$ cat src/rtl/adc_uart_scheduler.sv
// adc_uart_scheduler
//
// Shares one uart_tx byte transmitter between NUM_CH ADC decimator channels.
// Each channel has a one-deep holding register. A round-robin scheduler picks
// pending channels and sends each sample as a framed byte sequence over the
// uart_tx handshake. Frame format:
//     SYNC_BYTE, {ovf, 3'b000, ch[3:0]}, NB data bytes (MSB first, zero-extended)
// NB = ceil(DATA_W/8).
//
// Optional build macro:
//     CHECKSUM_EN - appends a trailing byte equal to the XOR of the header and
//                   all data bytes (SYNC excluded). Undefined: no checksum byte
//                   and no XOR logic.
//
// Ports:
//     CLK           system clock
//     rst_n         asynchronous active-low reset
//     sample_valid  per-channel 1-cycle strobe, new sample present
//     sample_data   channel c at bits [c*DATA_W +: DATA_W]
//     tx_dv         1-cycle pulse to uart_tx i_Tx_DV
//     tx_byte       byte to uart_tx i_Tx_Byte, stable from tx_dv until tx_done
//     tx_active     uart_tx o_Tx_Active
//     tx_done       uart_tx o_Tx_Done (1-cycle pulse)
//     overrun       sticky per-channel overrun flags
//     overrun_clr   per-channel clear strobe (a same-cycle set wins)
//     busy          high while a frame is in progress
//     frame_count   frames completed, wraps at 16 bits

module adc_uart_scheduler #(
    parameter int         NUM_CH    = 4,
    parameter int         DATA_W    = 8,
    parameter logic [7:0] SYNC_BYTE = 8'hA5
) (
    input  logic                     CLK,
    input  logic                     rst_n,
    input  logic [NUM_CH-1:0]        sample_valid,
    input  logic [NUM_CH*DATA_W-1:0] sample_data,
    output logic                     tx_dv,
    output logic [7:0]               tx_byte,
    input  logic                     tx_active,
    input  logic                     tx_done,
    output logic [NUM_CH-1:0]        overrun,
    input  logic [NUM_CH-1:0]        overrun_clr,
    output logic                     busy,
    output logic [15:0]              frame_count
);

    localparam int NB   = (DATA_W + 7) / 8;
    localparam int FW   = NB * 8;
    localparam int CH_W = (NUM_CH > 1) ? $clog2(NUM_CH) : 1;
`ifdef CHECKSUM_EN
    localparam int LAST_IDX = NB + 2;
`else
    localparam int LAST_IDX = NB + 1;
`endif

    typedef enum logic [2:0] {
        S_IDLE,
        S_LOAD,
        S_ISSUE,
        S_WAIT,
        S_DONE
    } state_t;

    state_t              state_q, state_d;
    logic [DATA_W-1:0]   hold_q [NUM_CH];
    logic [DATA_W-1:0]   hold_d [NUM_CH];
    logic [NUM_CH-1:0]   pending_q, pending_d;
    logic [NUM_CH-1:0]   overrun_q, overrun_d;
    logic [FW-1:0]       frame_q, frame_d;
    logic                ovf_q, ovf_d;
    logic [3:0]          ch_q, ch_d;
    logic [CH_W-1:0]     rr_ptr_q, rr_ptr_d;
    logic [2:0]          byte_idx_q, byte_idx_d;
    logic                tx_dv_q, tx_dv_d;
    logic [7:0]          tx_byte_q, tx_byte_d;
    logic                busy_q, busy_d;
    logic [15:0]         frame_count_q, frame_count_d;

    logic                grant_found;
    logic [CH_W-1:0]     grant_ch;
    logic [CH_W-1:0]     cand;
    logic                grant_now;
    logic [7:0]          header;
    logic [7:0]          cur_byte;
`ifdef CHECKSUM_EN
    logic [7:0]          checksum;
`endif

    // Round-robin search: first pending channel at or after rr_ptr, wrapping.
    always_comb begin
        grant_found = 1'b0;
        grant_ch    = '0;
        cand        = '0;
        for (int i = 0; i < NUM_CH; i++) begin
            cand = CH_W'((int'(rr_ptr_q) + i) % NUM_CH);
            if (!grant_found && pending_q[cand]) begin
                grant_found = 1'b1;
                grant_ch    = cand;
            end
        end
    end

    // Byte selected by byte_idx: 0 = sync, 1 = header, then data MSB first,
    // then the optional checksum.
    always_comb begin
        header   = {ovf_q, 3'b000, ch_q};
        cur_byte = 8'h00;
        if (byte_idx_q == 3'd0) begin
            cur_byte = SYNC_BYTE;
        end else if (byte_idx_q == 3'd1) begin
            cur_byte = header;
        end
        for (int k = 0; k < NB; k++) begin
            if (int'(byte_idx_q) == k + 2) begin
                cur_byte = frame_q[(NB-1-k)*8 +: 8];
            end
        end
`ifdef CHECKSUM_EN
        checksum = header;
        for (int k = 0; k < NB; k++) begin
            checksum = checksum ^ frame_q[k*8 +: 8];
        end
        if (int'(byte_idx_q) == NB + 2) begin
            cur_byte = checksum;
        end
`endif
    end

    // Next-state logic for the FSM and the capture path. Capture is applied
    // after the grant so that a strobe on the granted channel re-arms pending
    // without flagging overrun, while the frame keeps the old hold value.
    always_comb begin
        state_d       = state_q;
        hold_d        = hold_q;
        pending_d     = pending_q;
        overrun_d     = overrun_q & ~overrun_clr;
        frame_d       = frame_q;
        ovf_d         = ovf_q;
        ch_d          = ch_q;
        rr_ptr_d      = rr_ptr_q;
        byte_idx_d    = byte_idx_q;
        tx_dv_d       = 1'b0;
        tx_byte_d     = tx_byte_q;
        busy_d        = busy_q;
        frame_count_d = frame_count_q;
        grant_now     = 1'b0;

        case (state_q)
            S_IDLE: begin
                if (grant_found) begin
                    grant_now                = 1'b1;
                    frame_d                  = '0;
                    frame_d[DATA_W-1:0]      = hold_q[grant_ch];
                    ovf_d                    = overrun_q[grant_ch];
                    ch_d                     = 4'(grant_ch);
                    pending_d[grant_ch]      = 1'b0;
                    if (int'(grant_ch) == NUM_CH - 1) begin
                        rr_ptr_d = '0;
                    end else begin
                        rr_ptr_d = grant_ch + 1'b1;
                    end
                    byte_idx_d = 3'd0;
                    busy_d     = 1'b1;
                    state_d    = S_LOAD;
                end
            end
            S_LOAD: begin
                tx_byte_d = cur_byte;
                state_d   = S_ISSUE;
            end
            S_ISSUE: begin
                if (!tx_active) begin
                    tx_dv_d = 1'b1;
                    state_d = S_WAIT;
                end
            end
            S_WAIT: begin
                if (tx_done) begin
                    if (int'(byte_idx_q) == LAST_IDX) begin
                        state_d = S_DONE;
                    end else begin
                        byte_idx_d = byte_idx_q + 3'd1;
                        state_d    = S_LOAD;
                    end
                end
            end
            S_DONE: begin
                frame_count_d = frame_count_q + 16'd1;
                busy_d        = 1'b0;
                state_d       = S_IDLE;
            end
            default: begin
                state_d = S_IDLE;
            end
        endcase

        for (int c = 0; c < NUM_CH; c++) begin
            if (sample_valid[c]) begin
                hold_d[c] = sample_data[c*DATA_W +: DATA_W];
                if (pending_q[c] && !(grant_now && int'(grant_ch) == c)) begin
                    overrun_d[c] = 1'b1;
                end
                pending_d[c] = 1'b1;
            end
        end
    end

    // State registers; reset asserts immediately and clears everything.
    always_ff @(posedge CLK or negedge rst_n) begin
        if (!rst_n) begin
            state_q <= S_IDLE;
            for (int c = 0; c < NUM_CH; c++) begin
                hold_q[c] <= '0;
            end
            pending_q     <= '0;
            overrun_q     <= '0;
            frame_q       <= '0;
            ovf_q         <= 1'b0;
            ch_q          <= 4'd0;
            rr_ptr_q      <= '0;
            byte_idx_q    <= 3'd0;
            tx_dv_q       <= 1'b0;
            tx_byte_q     <= 8'h00;
            busy_q        <= 1'b0;
            frame_count_q <= 16'd0;
        end else begin
            state_q       <= state_d;
            hold_q        <= hold_d;
            pending_q     <= pending_d;
            overrun_q     <= overrun_d;
            frame_q       <= frame_d;
            ovf_q         <= ovf_d;
            ch_q          <= ch_d;
            rr_ptr_q      <= rr_ptr_d;
            byte_idx_q    <= byte_idx_d;
            tx_dv_q       <= tx_dv_d;
            tx_byte_q     <= tx_byte_d;
            busy_q        <= busy_d;
            frame_count_q <= frame_count_d;
        end
    end

    assign tx_dv       = tx_dv_q;
    assign tx_byte     = tx_byte_q;
    assign overrun     = overrun_q;
    assign busy        = busy_q;
    assign frame_count = frame_count_q;

endmodule

$ cat config.mk
export PLATFORM = sky130hd
export DESIGN_NAME = adc_uart_scheduler
export DESIGN_NICKNAME = d
export VERILOG_FILES = /design/src/rtl/adc_uart_scheduler.sv
export SDC_FILE = /design/constraint.sdc
export NUM_CORES = 1
export LEC_CHECK = 0
export BUFFER_PORTS_ARGS = -buffer_cell sky130_fd_sc_hd__buf_4
export CORE_ASPECT_RATIO = 1.25
export CORE_UTILIZATION = 35
export CTS_CLUSTER_SIZE = 25
export DETAILED_ROUTE_END_ITERATION = 16
export PLACE_DENSITY = 0.55
export SLEW_MARGIN = 5
export SYNTH_ARGS = -nofsm -noshare
export SYNTH_HDL_FRONTEND = slang
export SYNTH_SLANG_ARGS = --single-unit
$ cat constraint.sdc
create_clock -name CLK -period 2.5 [get_ports CLK]
set_input_delay 0.125 -clock CLK [delete_from_list [all_inputs] [get_ports CLK]]
set_output_delay 0.125 -clock CLK [all_outputs]
set_load 0.02 [all_outputs]
==> results_dict.tcl <==
set metrics [dict create \
    run_status "finished, final reports clean" \
    syn_area_sq_mm 0.003921 \
    cts_tree "done" \
    hold_viol 0 \
    ir_drop_mv 0.3785 \
    timing.final.crit_period_ns 2.014 \
    layout-drive-gt1-share 0.3398 \
    num_vias 2713 \
    min_period_over_period 0.8056 \
    async_reset_ff_frac 1.000 \
    reg2reg_from "byte_idx_q[0]$_DFFE_PN0P_" \
    max_cap_violations 0 \
    reg2regPathDepth 7 \
    final_area_sq_mm 0.004976 \
    p_leak_nw 2.310 \
    criticalPathCategory "register to register" \
    core_area_sq_mm 0.01072 \
    synth_edf_count 0 \
    hold_depth 2 \
    ys_warn_count 0 \
    cts_setup_buffers 0 \
    grt_pass1_vias 2764 \
    slew_headroom 0.5730 \
    place_area_sq_mm 0.004573 \
    mappedNetlistNets 383 \
    drt_iter0_drc 105 \
    avgRoutedWirePerCell_microns 15.59 \
    p_per_area_mw_per_mm2 1004 \
    hp-start "sample_data[6]" \
    io_buffers 73 \
    htree_num_levels 3 \
    rsz0062_at_grt "false" \
    path_max_fanout 10 \
    synth_top_area_share 0.5424 \
    max_clock_freq_ghz 0.4965 \
    antenna_found_initial 0 \
    crit_path_end_kind "register" \
    synth_largest_area_cell "dfrtp_1" \
    worstReg2RegEnd "byte_idx_q[2]$_DFFE_PN0P_" \
    io_pins 74 \
    clk_pin_slew_ns 0.07 \
    clock_latency_ns 0.34 \
    cts_buffer_depth 2 \
    arrival_ns 2.23 \
    synth-main-ff-cell "dfrtp_1" \
    post-route-drc-count 0 \
    dpl.hpwl_mm 6.370 \
    grt_pass1_wl_mm 13.95 \
    cts_root_buf "clkbuf_16" \
    area_growth_pct 26.90 \
    required_ns 2.72 \
    final_nets 463 \
    syn_inst 330 \
    syn_area_per_cell_sq_um 11.88 \
    rrSetupSlack_ns 0.49 \
    yosysMostFrequentCell "dfrtp_1" \
    pre_cts_slack_ns 0.5161 \
    start_util 0.3658 \
    synth_commonest_cells "85 x dfrtp_1, 42 x nand2_1, 34 x mux2_2" \
    start_kind "register" \
    die_area_sq_mm 0.01163 \
    setup_viol 0 \
    diodes 0 \
    antenna_left 0 \
    via_per_inst 4.960 \
    setup.worst_path.start "byte_idx_q[0]$_DFFE_PN0P_" \
    grt_overflow 0 \
    synth.area.top_cells "dfrtp_1 54%, mux2_2 9.8%, nand2_1 4.0%" \
    ys_ff_latch 85 \
    hp-class "input pin to register" \
    synthDistinctLibCells 47 \
    cts.sinks 85 \
    wl_mm 8.526 \
    fin_tns_setup_ns 0 \
    cts_buffers 9 \
    first_pass_iters 4 \
    rows 42 \
    finClkSkew_ns 0.005577 \
    min_to "hold_q[30]$_DFFE_PN0P_" \
    drv_slew 0 \
    grt_max_degree 50 \
    fp.dieH_microns 120.3 \
    tightest_slew_ns 0.6404 \
    gp_congestion 0.7952 \
    die_w_microns 96.67 \
    setup_slack_ns 0.4861 \
    ys_seq_area_frac 0.5424 \
    grt_use_total 0.1559 \
]
per-stage QoR:
| stage | hold WS, ns | util | std cells | total power, mW |
|---|---|---|---|---|
| after global routing | 0.001032 | 0.4642 | 547 | 5.315 |
| after global placement | 0.1955 | 0.4266 | 524 | 3.523 |
| after detailed placement | 0.1945 | 0.4266 | 524 | 3.560 |
| final | 0.01563 | 0.4642 | 547 | 4.996 |
| after floorplan | -0.1706 | - | 330 | 3.103 |
| after CTS | 0.001968 | 0.4632 | 546 | 5.072 |
sequential cells by signal, summed over array words and instances, names as in the netlist:
name,count
tx_dv,1
frame_count,16
frame_q,8
ovf_q,1
byte_idx_q,3
overrun,4
busy,1
hold_q,32
tx_byte,8
rr_ptr_q,2
pending_q,4
state_q,3
ch_q,2
critical path: stages (launching register included):
cell	delay (ns)
dfrtp_1	0.43
inv_1	0.09
ha_1	0.31
nor2b_1	0.24
nor3_1	0.47
nand2_1	0.13
xor2_1	0.17
nor2_1	0.05
cells by family after synthesis:
family | after synthesis | share of synthesized area
AOI/OAI and AO/OA | 49 | 0.09828
xor gates and xnor gates | 16 | 0.03574
adders and majority gates | 9 | 0.02872
buffers and inverters | 27 | 0.03797
DFF | 85 | 0.5424
muxes | 46 | 0.1283
and+or+nand+nor | 98 | 0.1286
repair_timing:
action / CTS / global route
resized for setup: 0 / 0
hold buffers: 6 / 1
endpoints found under the hold margin: 53 / 1
how the worst max path moves through the flow:
stage	end	slack [ns]	cells past startpoint
CTS	byte_idx_q[2]$_DFFE_PN0P_	0.48	7
finish	byte_idx_q[2]$_DFFE_PN0P_	0.49	7
detailed placement	byte_idx_q[2]$_DFFE_PN0P_	0.52	7
global placement	byte_idx_q[2]$_DFFE_PN0P_	0.51	7
global route	byte_idx_q[2]$_DFFE_PN0P_	0.30	7
floorplan	byte_idx_q[2]$_DFFE_PN0P_	0.72	8
placed cells by master (no fill, tap or decap), types with 6 or more instances in the layout:
cell type	synthesis	routed
dfrtp_1	85	85
mux2i_1	12	12
inv_1	13	13
a211oi_1	7	7
o31ai_1	6	6
dlygate4sd3_1	0	7
mux2_2	34	34
buf_4	2	74
nor3b_1	8	8
ha_1	9	9
clkbuf_16	0	9
xor2_1	6	6
nor2_1	18	18
a21oi_1	8	8
xnor2_1	10	10
nand2_1	42	42
a211oi_2	7	7
area by class of cell:
class                           count  area, sq um
Inverter                           14        60.06
Clock buffer                       10        239.0
Clock inverter                      6        93.84
Fill cell                        1052         5744
Multi-Input combinational cell    218         1645
Timing Repair Buffer               82        645.6
Tap cell                          132        165.2
Sequential cell                    85         2127
metal layers:
| layer | global-route usage | wire, microns | up-vias |
|---|---|---|---|
| li1 | - | - | 1313 |
| met1 | 0.1772 | 3466 | 1331 |
| met2 | 0.2808 | 4625 | 61 |
| met3 | 0.04277 | 318 | 8 |
| met4 | 0.05317 | 115 | 0 |
| met5 | 0 | 0 | - |
where the power goes:
group	internal (mW)	total, mW	leakage, nW	switching (mW)
Sequential	1.68	1.95	1.03	0.278
Combinational	0.666	1.57	1.12	0.901
Clock	0.911	1.47	0.160	0.564
Total	3.25	5.00	2.31	1.74
No activity file was read; power rests on OpenSTA's default activity.
